--- src/rtl/sa_tile_feeder_pkg.sv ---
// Shared definitions for the systolic-array tile feeder: default geometry,
// element type and controller state encoding.
package sa_tile_feeder_pkg;
  localparam int N_DEF  = 4;
  localparam int AW_DEF = 12;
  localparam int DW_DEF = 16;

  typedef logic [DW_DEF-1:0] elem_t;

  typedef enum logic [2:0] {
    ST_IDLE,
    ST_FETCH,
    ST_DRAIN,
    ST_STREAM,
    ST_DONE
  } feeder_state_e;
endpackage

--- src/rtl/sa_tile_feeder_if.sv ---
// Operand RAM port plus skewed-beat stream toward the array edge.
// The feeder is the master; RAM and array together form the slave side.
interface sa_tile_feeder_if
  import sa_tile_feeder_pkg::*;
#(
  parameter int N  = N_DEF,
  parameter int AW = AW_DEF,
  parameter int DW = DW_DEF
);
  logic [AW-1:0]   mem_addr;
  logic            mem_we;
  logic [DW-1:0]   mem_dout;
  logic            out_valid;
  logic            out_ready;
  logic [N*DW-1:0] out_data;
  logic [N-1:0]    out_lane_vld;

  modport master (
    output mem_addr, mem_we, out_valid, out_data, out_lane_vld,
    input  mem_dout, out_ready
  );

  modport slave (
    input  mem_addr, mem_we, out_valid, out_data, out_lane_vld,
    output mem_dout, out_ready
  );
endinterface

--- src/rtl/sa_tile_feeder_skew.sv ---
// Combinational diagonal skew: selects, for beat t, the element each lane
// presents (row-wise or column-wise) and flags lanes outside the diagonal.
module sa_skew_mux #(
  parameter int N  = 4,
  parameter int DW = 16,
  parameter int TW = 3
) (
  input  logic [N*N*DW-1:0] tile,
  input  logic [TW-1:0]     t,
  input  logic              transpose,
  output logic [N*DW-1:0]   data,
  output logic [N-1:0]      lane_vld
);
  int d;

  always_comb begin
    data     = '0;
    lane_vld = '0;
    d        = 0;
    for (int k = 0; k < N; k++) begin
      d = int'(t) - k;
      if (d >= 0 && d < N) begin
        lane_vld[k] = 1'b1;
        if (transpose)
          data[k*DW +: DW] = tile[(d*N + k)*DW +: DW];
        else
          data[k*DW +: DW] = tile[(k*N + d)*DW +: DW];
      end
    end
  end
endmodule

--- src/rtl/sa_tile_feeder.sv ---
// Loads one NxN tile from a single-port RAM into a local buffer, then streams
// it to the array edge as 2N-1 diagonally skewed beats with valid/ready flow.
module sa_tile_feeder
  import sa_tile_feeder_pkg::*;
#(
  parameter int N  = N_DEF,
  parameter int AW = AW_DEF,
  parameter int DW = DW_DEF
) (
  input  logic            clk,
  input  logic            rst_n,
  input  logic            start,
  input  logic [AW-1:0]   base_addr,
  input  logic            transpose,
  output logic            busy,
  output logic            done,
  sa_tile_feeder_if.master bus
);
  localparam int NN = N * N;
  localparam int IW = (NN > 1) ? $clog2(NN) : 1;
  localparam int TW = $clog2(2 * N);
  localparam logic [IW-1:0] IDX_LAST = IW'(NN - 1);
  localparam logic [TW-1:0] T_LAST   = TW'(2 * N - 2);

  feeder_state_e   state;
  logic [IW-1:0]   idx;
  logic [IW-1:0]   cidx;
  logic            cap;
  logic [TW-1:0]   t;
  logic            transpose_q;
  logic [AW-1:0]   mem_addr_q;
  logic            out_valid_q;
  logic [DW-1:0]   tile [NN];
  logic [NN*DW-1:0] tile_flat;
  logic [N*DW-1:0] mux_data;
  logic [N-1:0]    mux_vld;

  always_ff @(posedge clk or negedge rst_n) begin
    if (!rst_n) begin
      state       <= ST_IDLE;
      busy        <= 1'b0;
      done        <= 1'b0;
      out_valid_q <= 1'b0;
      mem_addr_q  <= '0;
      idx         <= '0;
      t           <= '0;
      transpose_q <= 1'b0;
      cap         <= 1'b0;
    end else begin
      cap  <= (state == ST_FETCH);
      done <= 1'b0;
      case (state)
        ST_IDLE: begin
          if (start) begin
            state       <= ST_FETCH;
            busy        <= 1'b1;
            mem_addr_q  <= base_addr;
            idx         <= '0;
            transpose_q <= transpose;
          end
        end
        ST_FETCH: begin
          if (idx == IDX_LAST) begin
            state <= ST_DRAIN;
          end else begin
            idx        <= idx + 1'b1;
            mem_addr_q <= mem_addr_q + 1'b1;
          end
        end
        // Read latency: the last word arrives during this cycle.
        ST_DRAIN: begin
          state       <= ST_STREAM;
          t           <= '0;
          out_valid_q <= 1'b1;
        end
        ST_STREAM: begin
          if (bus.out_ready) begin
            if (t == T_LAST) begin
              state       <= ST_DONE;
              out_valid_q <= 1'b0;
              done        <= 1'b1;
            end else begin
              t <= t + 1'b1;
            end
          end
        end
        ST_DONE: begin
          state <= ST_IDLE;
          busy  <= 1'b0;
        end
        default: state <= ST_IDLE;
      endcase
    end
  end

  // Capture side trails the address side by one cycle of RAM latency.
  always_ff @(posedge clk or negedge rst_n) begin
    if (!rst_n)
      cidx <= '0;
    else if (state == ST_IDLE && start)
      cidx <= '0;
    else if (cap)
      cidx <= cidx + 1'b1;
  end

  always_ff @(posedge clk) begin
    if (cap)
      tile[cidx] <= bus.mem_dout;
  end

  always_comb begin
    tile_flat = '0;
    for (int i = 0; i < NN; i++)
      tile_flat[i*DW +: DW] = tile[i];
  end

  sa_skew_mux #(.N(N), .DW(DW), .TW(TW)) u_skew (
    .tile      (tile_flat),
    .t         (t),
    .transpose (transpose_q),
    .data      (mux_data),
    .lane_vld  (mux_vld)
  );

  assign bus.mem_addr     = mem_addr_q;
  assign bus.mem_we       = 1'b0;
  assign bus.out_valid    = out_valid_q;
  assign bus.out_data     = out_valid_q ? mux_data : '0;
  assign bus.out_lane_vld = out_valid_q ? mux_vld  : '0;
endmodule
--- src/flat_wrapper.sv ---
// flat-port wrapper written by rule: the top's interface ports become plain ports
module sa_tile_feeder_flat import sa_tile_feeder_pkg::*;
#(
  parameter int N  = N_DEF,
  parameter int AW = AW_DEF,
  parameter int DW = DW_DEF
)
  (clk, rst_n, start, base_addr, transpose, busy, done, bus_mem_addr, bus_mem_we, bus_out_valid, bus_out_data, bus_out_lane_vld, bus_mem_dout, bus_out_ready);
  sa_tile_feeder_if #(.N(N), .AW(AW), .DW(DW)) bus_i ();
  input  logic clk;
  input  logic rst_n;
  input  logic start;
  input  logic [AW-1:0] base_addr;
  input  logic transpose;
  output logic busy;
  output logic done;
  output wire logic [$bits(bus_i.mem_addr)-1:0] bus_mem_addr;
  output wire logic [$bits(bus_i.mem_we)-1:0] bus_mem_we;
  output wire logic [$bits(bus_i.out_valid)-1:0] bus_out_valid;
  output wire logic [$bits(bus_i.out_data)-1:0] bus_out_data;
  output wire logic [$bits(bus_i.out_lane_vld)-1:0] bus_out_lane_vld;
  input wire logic [$bits(bus_i.mem_dout)-1:0] bus_mem_dout;
  input wire logic [$bits(bus_i.out_ready)-1:0] bus_out_ready;
  assign bus_mem_addr = bus_i.mem_addr;
  assign bus_mem_we = bus_i.mem_we;
  assign bus_out_valid = bus_i.out_valid;
  assign bus_out_data = bus_i.out_data;
  assign bus_out_lane_vld = bus_i.out_lane_vld;
  assign bus_i.mem_dout = bus_mem_dout;
  assign bus_i.out_ready = bus_out_ready;
  sa_tile_feeder #(.N(N), .AW(AW), .DW(DW)) u_core (.clk(clk), .rst_n(rst_n), .start(start), .base_addr(base_addr), .transpose(transpose), .busy(busy), .done(done), .bus(bus_i));
endmodule
--- config.mk ---
export PLATFORM = sky130hd
export DESIGN_NAME = sa_tile_feeder_flat
export DESIGN_NICKNAME = d
export VERILOG_FILES = /design/src/rtl/sa_tile_feeder_pkg.sv /design/src/rtl/sa_tile_feeder_if.sv /design/src/rtl/sa_tile_feeder_skew.sv /design/src/rtl/sa_tile_feeder.sv /design/src/flat_wrapper.sv
export SDC_FILE = /design/constraint.sdc
export NUM_CORES = 1
export LEC_CHECK = 0
export BUFFER_PORTS_ARGS = -buffer_cell sky130_fd_sc_hd__buf_2
export CELL_PAD_IN_SITES_DETAIL_PLACEMENT = 1
export CELL_PAD_IN_SITES_GLOBAL_PLACEMENT = 2
export CORE_ASPECT_RATIO = 0.9
export CORE_UTILIZATION = 45
export DETAILED_ROUTE_END_ITERATION = 8
export MAX_ROUTING_LAYER = met4
export PLACE_DENSITY_LB_ADDON = 0.12
export SLEW_MARGIN = 20
export SYNTH_ARGS = -nofsm -noshare
export SYNTH_HDL_FRONTEND = slang
export SYNTH_SLANG_ARGS = --single-unit
--- constraint.sdc ---
create_clock -name clk -period 10.1 [get_ports clk]
set_input_delay 1.515 -clock clk [delete_from_list [all_inputs] [get_ports clk]]
set_output_delay 1.515 -clock clk [all_outputs]
set_load 0.03 [all_outputs]
==> Implementation_results.wiki <==
{| class="wikitable"
! Metric !! Value
|-
| Core Region || 0.0384 sq mm
|-
| Bufs and invs on worst path || 3
|-
| Hold Path Sink || u_core.idx[0]
|-
| Crit end category || output pin
|-
| H-tree lvl count || 2
|-
| Yosys top cell area share || 0.439
|-
| Final min period || 6.65 ns
|-
| Antenna violations before repair || 3
|-
| Simple-gate share of the synthesized area || 0.0779
|-
| Largest delay share family, worst path || adder cells
|-
| Critical setup path kind || flop to output pin
|-
| Setup TNS || 0 ns
|-
| Number of detailed-routing iterations run before antenna repair || 7
|-
| Tightest Pin Transition || 1.13 ns
|-
| Hold path start || u_core.idx[0]
|-
| Layout cell share with drive strength beyond 1 || 0.203
|-
| Primary flip-flop cell chosen by synthesis mapping || sky130_fd_sc_hd__edfxtp_1
|-
| Delay of the slowest critical-path stage || 0.78 ns
|-
| Post-cts sizing count || 0
|-
| Number of design rule violations left after detail routing || 0
|-
| Fraction of power consumed by sequential logic || 0.208
|-
| Clock buffer count from CTS || 36
|-
| Routed length on met1 || 28600 um
|-
| Vias in the first global route || 14800
|-
| Die height || 189 um
|-
| Number of distinct standard cells referenced by the synthesized netlist || 63
|-
| Final-report setup violation count || 0
|-
| Number of nets with antenna violations after detailed routing || 0
|-
| Reg-to-reg setup timing slack || 7.09 ns
|-
| CTS Buffer Depth || 3
|-
| Fin util || 0.513
|-
| Gate Count Post-Synth || 1519
|-
| Maximum number of pins on one net before global-route repair || 69
|-
| F_max || 150 MHz
|-
| Reg2Reg Depth || 7
|-
| Share of total power in the clock network || 0.161
|-
| Startpoint type of the worst setup path || flop
|-
| Die span in x || 210 um
|-
| Number of warnings reported in the yosys synthesis log || 0
|-
| Cell taking the most area after synthesis || sky130_fd_sc_hd__edfxtp_1
|-
| Post-DR vias/cell || 6.81
|-
| Number of DRC markers in iteration 0 || 1683
|-
| Count of max-cap constraint violations || 0
|-
| Global-route total usage across every layer || 0.363
|-
| Worst supply voltage drop on vdd || 230 uV
|-
| Capture instance of the worst register-to-register path || u_core.bus.mem_addr[5]
|-
| Worst flop-to-flop path startpoint || u_core.state[0]
|-
| Clk_lat worst skew || 0.54 ns
|-
| Cells along the critical path || ha_1 > xnor2_4 > buf_4 > ha_1 > nor2b_1 > a21o_1 > nor2_1 > buf_4 > a2111oi_1 > buf_2
|-
| Synthesized cell area || 0.0175 sq mm
|-
| CTS hold repair buffers || 0
|-
| Net count after synthesis || 1568
|-
| DR WL met2 || 32500 um
|-
| Relative area change from synthesis to final layout || 12.4%
|-
| CTS root buffer || sky130_fd_sc_hd__clkbuf_16
|-
| Met3 wirelength from detailed routing || 5830 um
|-
| Vias after detailed routing || 14600
|-
| Total grt overflow || 0
|-
| Num Clock Sinks || 287
|-
| Hold Violations, Final || 0
|-
| Net switching fraction of the power || 0.520
|-
| Num rows || 68
|-
| Total internal power || 0.00379 W
|-
| Status || finished clean
|-
| Avg Cell Area, Syn || 11.5 sq um
|-
| Worst rel slew slack || 0.241
|-
| Share of flip-flops with an asynchronous set or reset || 0.108
|-
| Number of enable-type register cells in the synthesized netlist || 256
|-
| Number of cells on the worst hold path || 1
|-
| Max stage delay cell, worst path || sky130_fd_sc_hd__dfrtp_4
|-
| Dominant combinational cell family by area after synthesis || multiplexers
|-
| Synthesized-area fraction occupied by ao, oa, aoi and oai cells || 0.159
|-
| Highest routed metal layer || met4
|-
| Net total in the final layout || 1639
|-
| Detail Placement HPWL || 43600 um
|-
| Post-synthesis share of cell area spent on full adders, half adders and majority gates || 0.0114
|-
| Fin. max-slew vios || 0
|-
| Detail-routed net length per standard cell || 32.5 um
|-
| Clock-pin slew on the worst setup and hold paths || 0.06 ns
|-
| First-pass GRT wire length || 101000 um
|-
| WL final || 69700 um
|-
| Post-synthesis sequential area ratio || 0.483
|-
| Setup repair after global routing missed its margin || no
|-
| Clock tree from TritonCTS || done
|-
| Largest clock skew in the final design || 0.0250 ns
|-
| Post-synthesis sequential element count || 287
|-
| Data arrival at the endpoint of the critical path || 5.14 ns
|-
| Relative contribution of combinational cells to total power || 0.631
|-
| Ranking of synthesized cells by area || sky130_fd_sc_hd__edfxtp_1 44%, sky130_fd_sc_hd__mux2i_1 12%, sky130_fd_sc_hd__mux4_2 9.3%
|-
| Pleak || 7.36 nW
|-
| Die footprint || 0.0397 sq mm
|-
| Weighted congestion reported at the end of routability-driven placement || 0.894
|-
| Classification of the worst-slack hold path || flop to flop
|-
| # Post-CTS Setup Buffers || 0
|-
| Power density over the cells || 401 mW/mm^2
|-
| Switching power || 0.00411 W
|-
| Period utilisation layout || 0.659
|-
| XOR/XNOR share of the synthesized area || 0.00407
|-
| Number of I/O port buffers || 115
|-
| Mux share of post-synthesis cell area || 0.225
|-
| CP Data Required Time || 8.59 ns
|-
| Initial standard-cell utilization of the core || 0.456
|-
| Peak fanout along the critical path || 42
|-
| Count of pins on the block boundary || 117
|}
[cell usage after synthesis, drive strengths merged, types with 7 or more instances]
cell     instances
nor2            82
o32ai            7
a31oi           23
mux2            16
mux4            72
o21ai           93
and2            19
buf             71
o22ai           68
mux2i          214
nand2          106
nand2b          18
nor3            34
ha              16
a211oi          13
a2111oi         28
a221oi          10
nand3           17
a21oi          180
inv             20
clkbuf          53
edfxtp         256
dfrtp           31
[placed cells by master, fill, tap and decap left out, types with 5 or more instances in the layout]
cell and count:
sky130_fd_sc_hd__o31ai_1 5, sky130_fd_sc_hd__clkinv_1 6, sky130_fd_sc_hd__o22ai_1 68, sky130_fd_sc_hd__and2_1 11, sky130_fd_sc_hd__dfrtp_1 28, sky130_fd_sc_hd__nor2_1 79, sky130_fd_sc_hd__a211oi_1 13, sky130_fd_sc_hd__inv_1 19
sky130_fd_sc_hd__o21ai_0 90, sky130_fd_sc_hd__nor3_1 34, sky130_fd_sc_hd__and2_2 8, sky130_fd_sc_hd__clkbuf_1 8, sky130_fd_sc_hd__a31oi_1 23, sky130_fd_sc_hd__a221oi_1 10, sky130_fd_sc_hd__nand2_1 106, sky130_fd_sc_hd__mux2_2 16
sky130_fd_sc_hd__mux2i_1 214, sky130_fd_sc_hd__buf_2 115, sky130_fd_sc_hd__clkinv_2 7, sky130_fd_sc_hd__o32ai_1 7, sky130_fd_sc_hd__mux4_2 72, sky130_fd_sc_hd__o211ai_1 5, sky130_fd_sc_hd__ha_1 15, sky130_fd_sc_hd__clkbuf_16 39
sky130_fd_sc_hd__o221ai_1 5, sky130_fd_sc_hd__nand3_1 17, sky130_fd_sc_hd__a2111oi_1 7, sky130_fd_sc_hd__buf_4 42, sky130_fd_sc_hd__nand4_1 5, sky130_fd_sc_hd__a21oi_1 178, sky130_fd_sc_hd__nand2b_1 17, sky130_fd_sc_hd__o21a_1 5
sky130_fd_sc_hd__a2111oi_0 21, sky130_fd_sc_hd__edfxtp_1 256
[per-stage QoR]
stage	hold slack (ns)	setup slack [ns]	total power (W)	instances	area [sq um]
after CTS	0.538	3.62	0.00781	2142	19700
after global placement	0.511	4.30	0.00644	2077	18500
after global routing	0.563	3.41	0.00818	2144	19700
after floorplan	0.475	4.52	0.00477	1519	17500
after detailed placement	0.529	4.21	0.00652	2077	18500
final	0.536	3.45	0.00790	2144	19700
[worst register-to-register path, stage by stage (launching register included)]
cell	delay, ns
sky130_fd_sc_hd__dfrtp_1	0.46
sky130_fd_sc_hd__inv_1	0.19
sky130_fd_sc_hd__or3_1	0.46
sky130_fd_sc_hd__inv_1	0.44
sky130_fd_sc_hd__and2_1	0.31
sky130_fd_sc_hd__nor2_1	0.72
sky130_fd_sc_hd__nor2_1	0.12
sky130_fd_sc_hd__o22a_1	0.20
[logic make-up after synthesis]
| family | count (synthesis) |
|---|---|
| AND/OR/NAND/NOR | 301 |
| flip-flops | 287 |
| adder cells (fa/ha/maj) | 16 |
| multiplexers | 302 |
| other | 1 |
| AO/OA/AOI/OAI | 461 |
| buffers and inverters | 145 |
| XOR/XNOR | 6 |
[layout make-up]
class                      instances  area, sq um
inverter                          21         81.3
antenna                            2         5.00
timing repair buffer             157          891
fill                            4057        18700
clock inverter                    17          139
tap                              525          657
multi-input combinational       1087         8420
clock buffer                      48         1020
sequential                       287         8470
[state kept, by name (all words and copies together), names as in the netlist]
signal,flops
u_core.done,1
u_core.transpose_q,1
u_core.idx,4
u_core.cap,1
u_core.t,3
u_core.busy,1
u_core.state,3
u_core.cidx,4
u_core.tile,256
u_core.bus.out_valid,1
u_core.bus.mem_addr,12
[worst max path at each step]
stage	end	cells after the start	slack, ns	startpoint
global route	bus_out_data[59]	10	3.41	u_core.t[0]
CTS	bus_out_data[59]	10	3.62	u_core.t[0]
global placement	bus_out_data[51]	10	4.30	u_core.t[0]
finish	bus_out_data[59]	10	3.45	u_core.t[0]
floorplan	bus_out_data[48]	12	4.52	u_core.t[0]
detailed placement	bus_out_data[59]	10	4.21	u_core.t[0]
[power groups by stage]
stage                     Sequential (W)  Combinational [W]  Clock (W)
final                            0.00164            0.00498    0.00128
after global routing             0.00166            0.00519    0.00133
after CTS                        0.00164            0.00488    0.00129
after detailed placement         0.00166            0.00485          0
after global placement           0.00165            0.00479          0
after floorplan                  0.00159            0.00319          0
[layer usage]
| layer | up-vias | track usage |
|---|---|---|
| met5 | - | - |
| met4 | 0 | 0.141 |
| met3 | 170 | 0.0617 |
| met2 | 837 | 0.561 |
| met1 | 7459 | 0.479 |
| li1 | 6124 | - |
No activity file was read; power rests on OpenSTA's default activity.
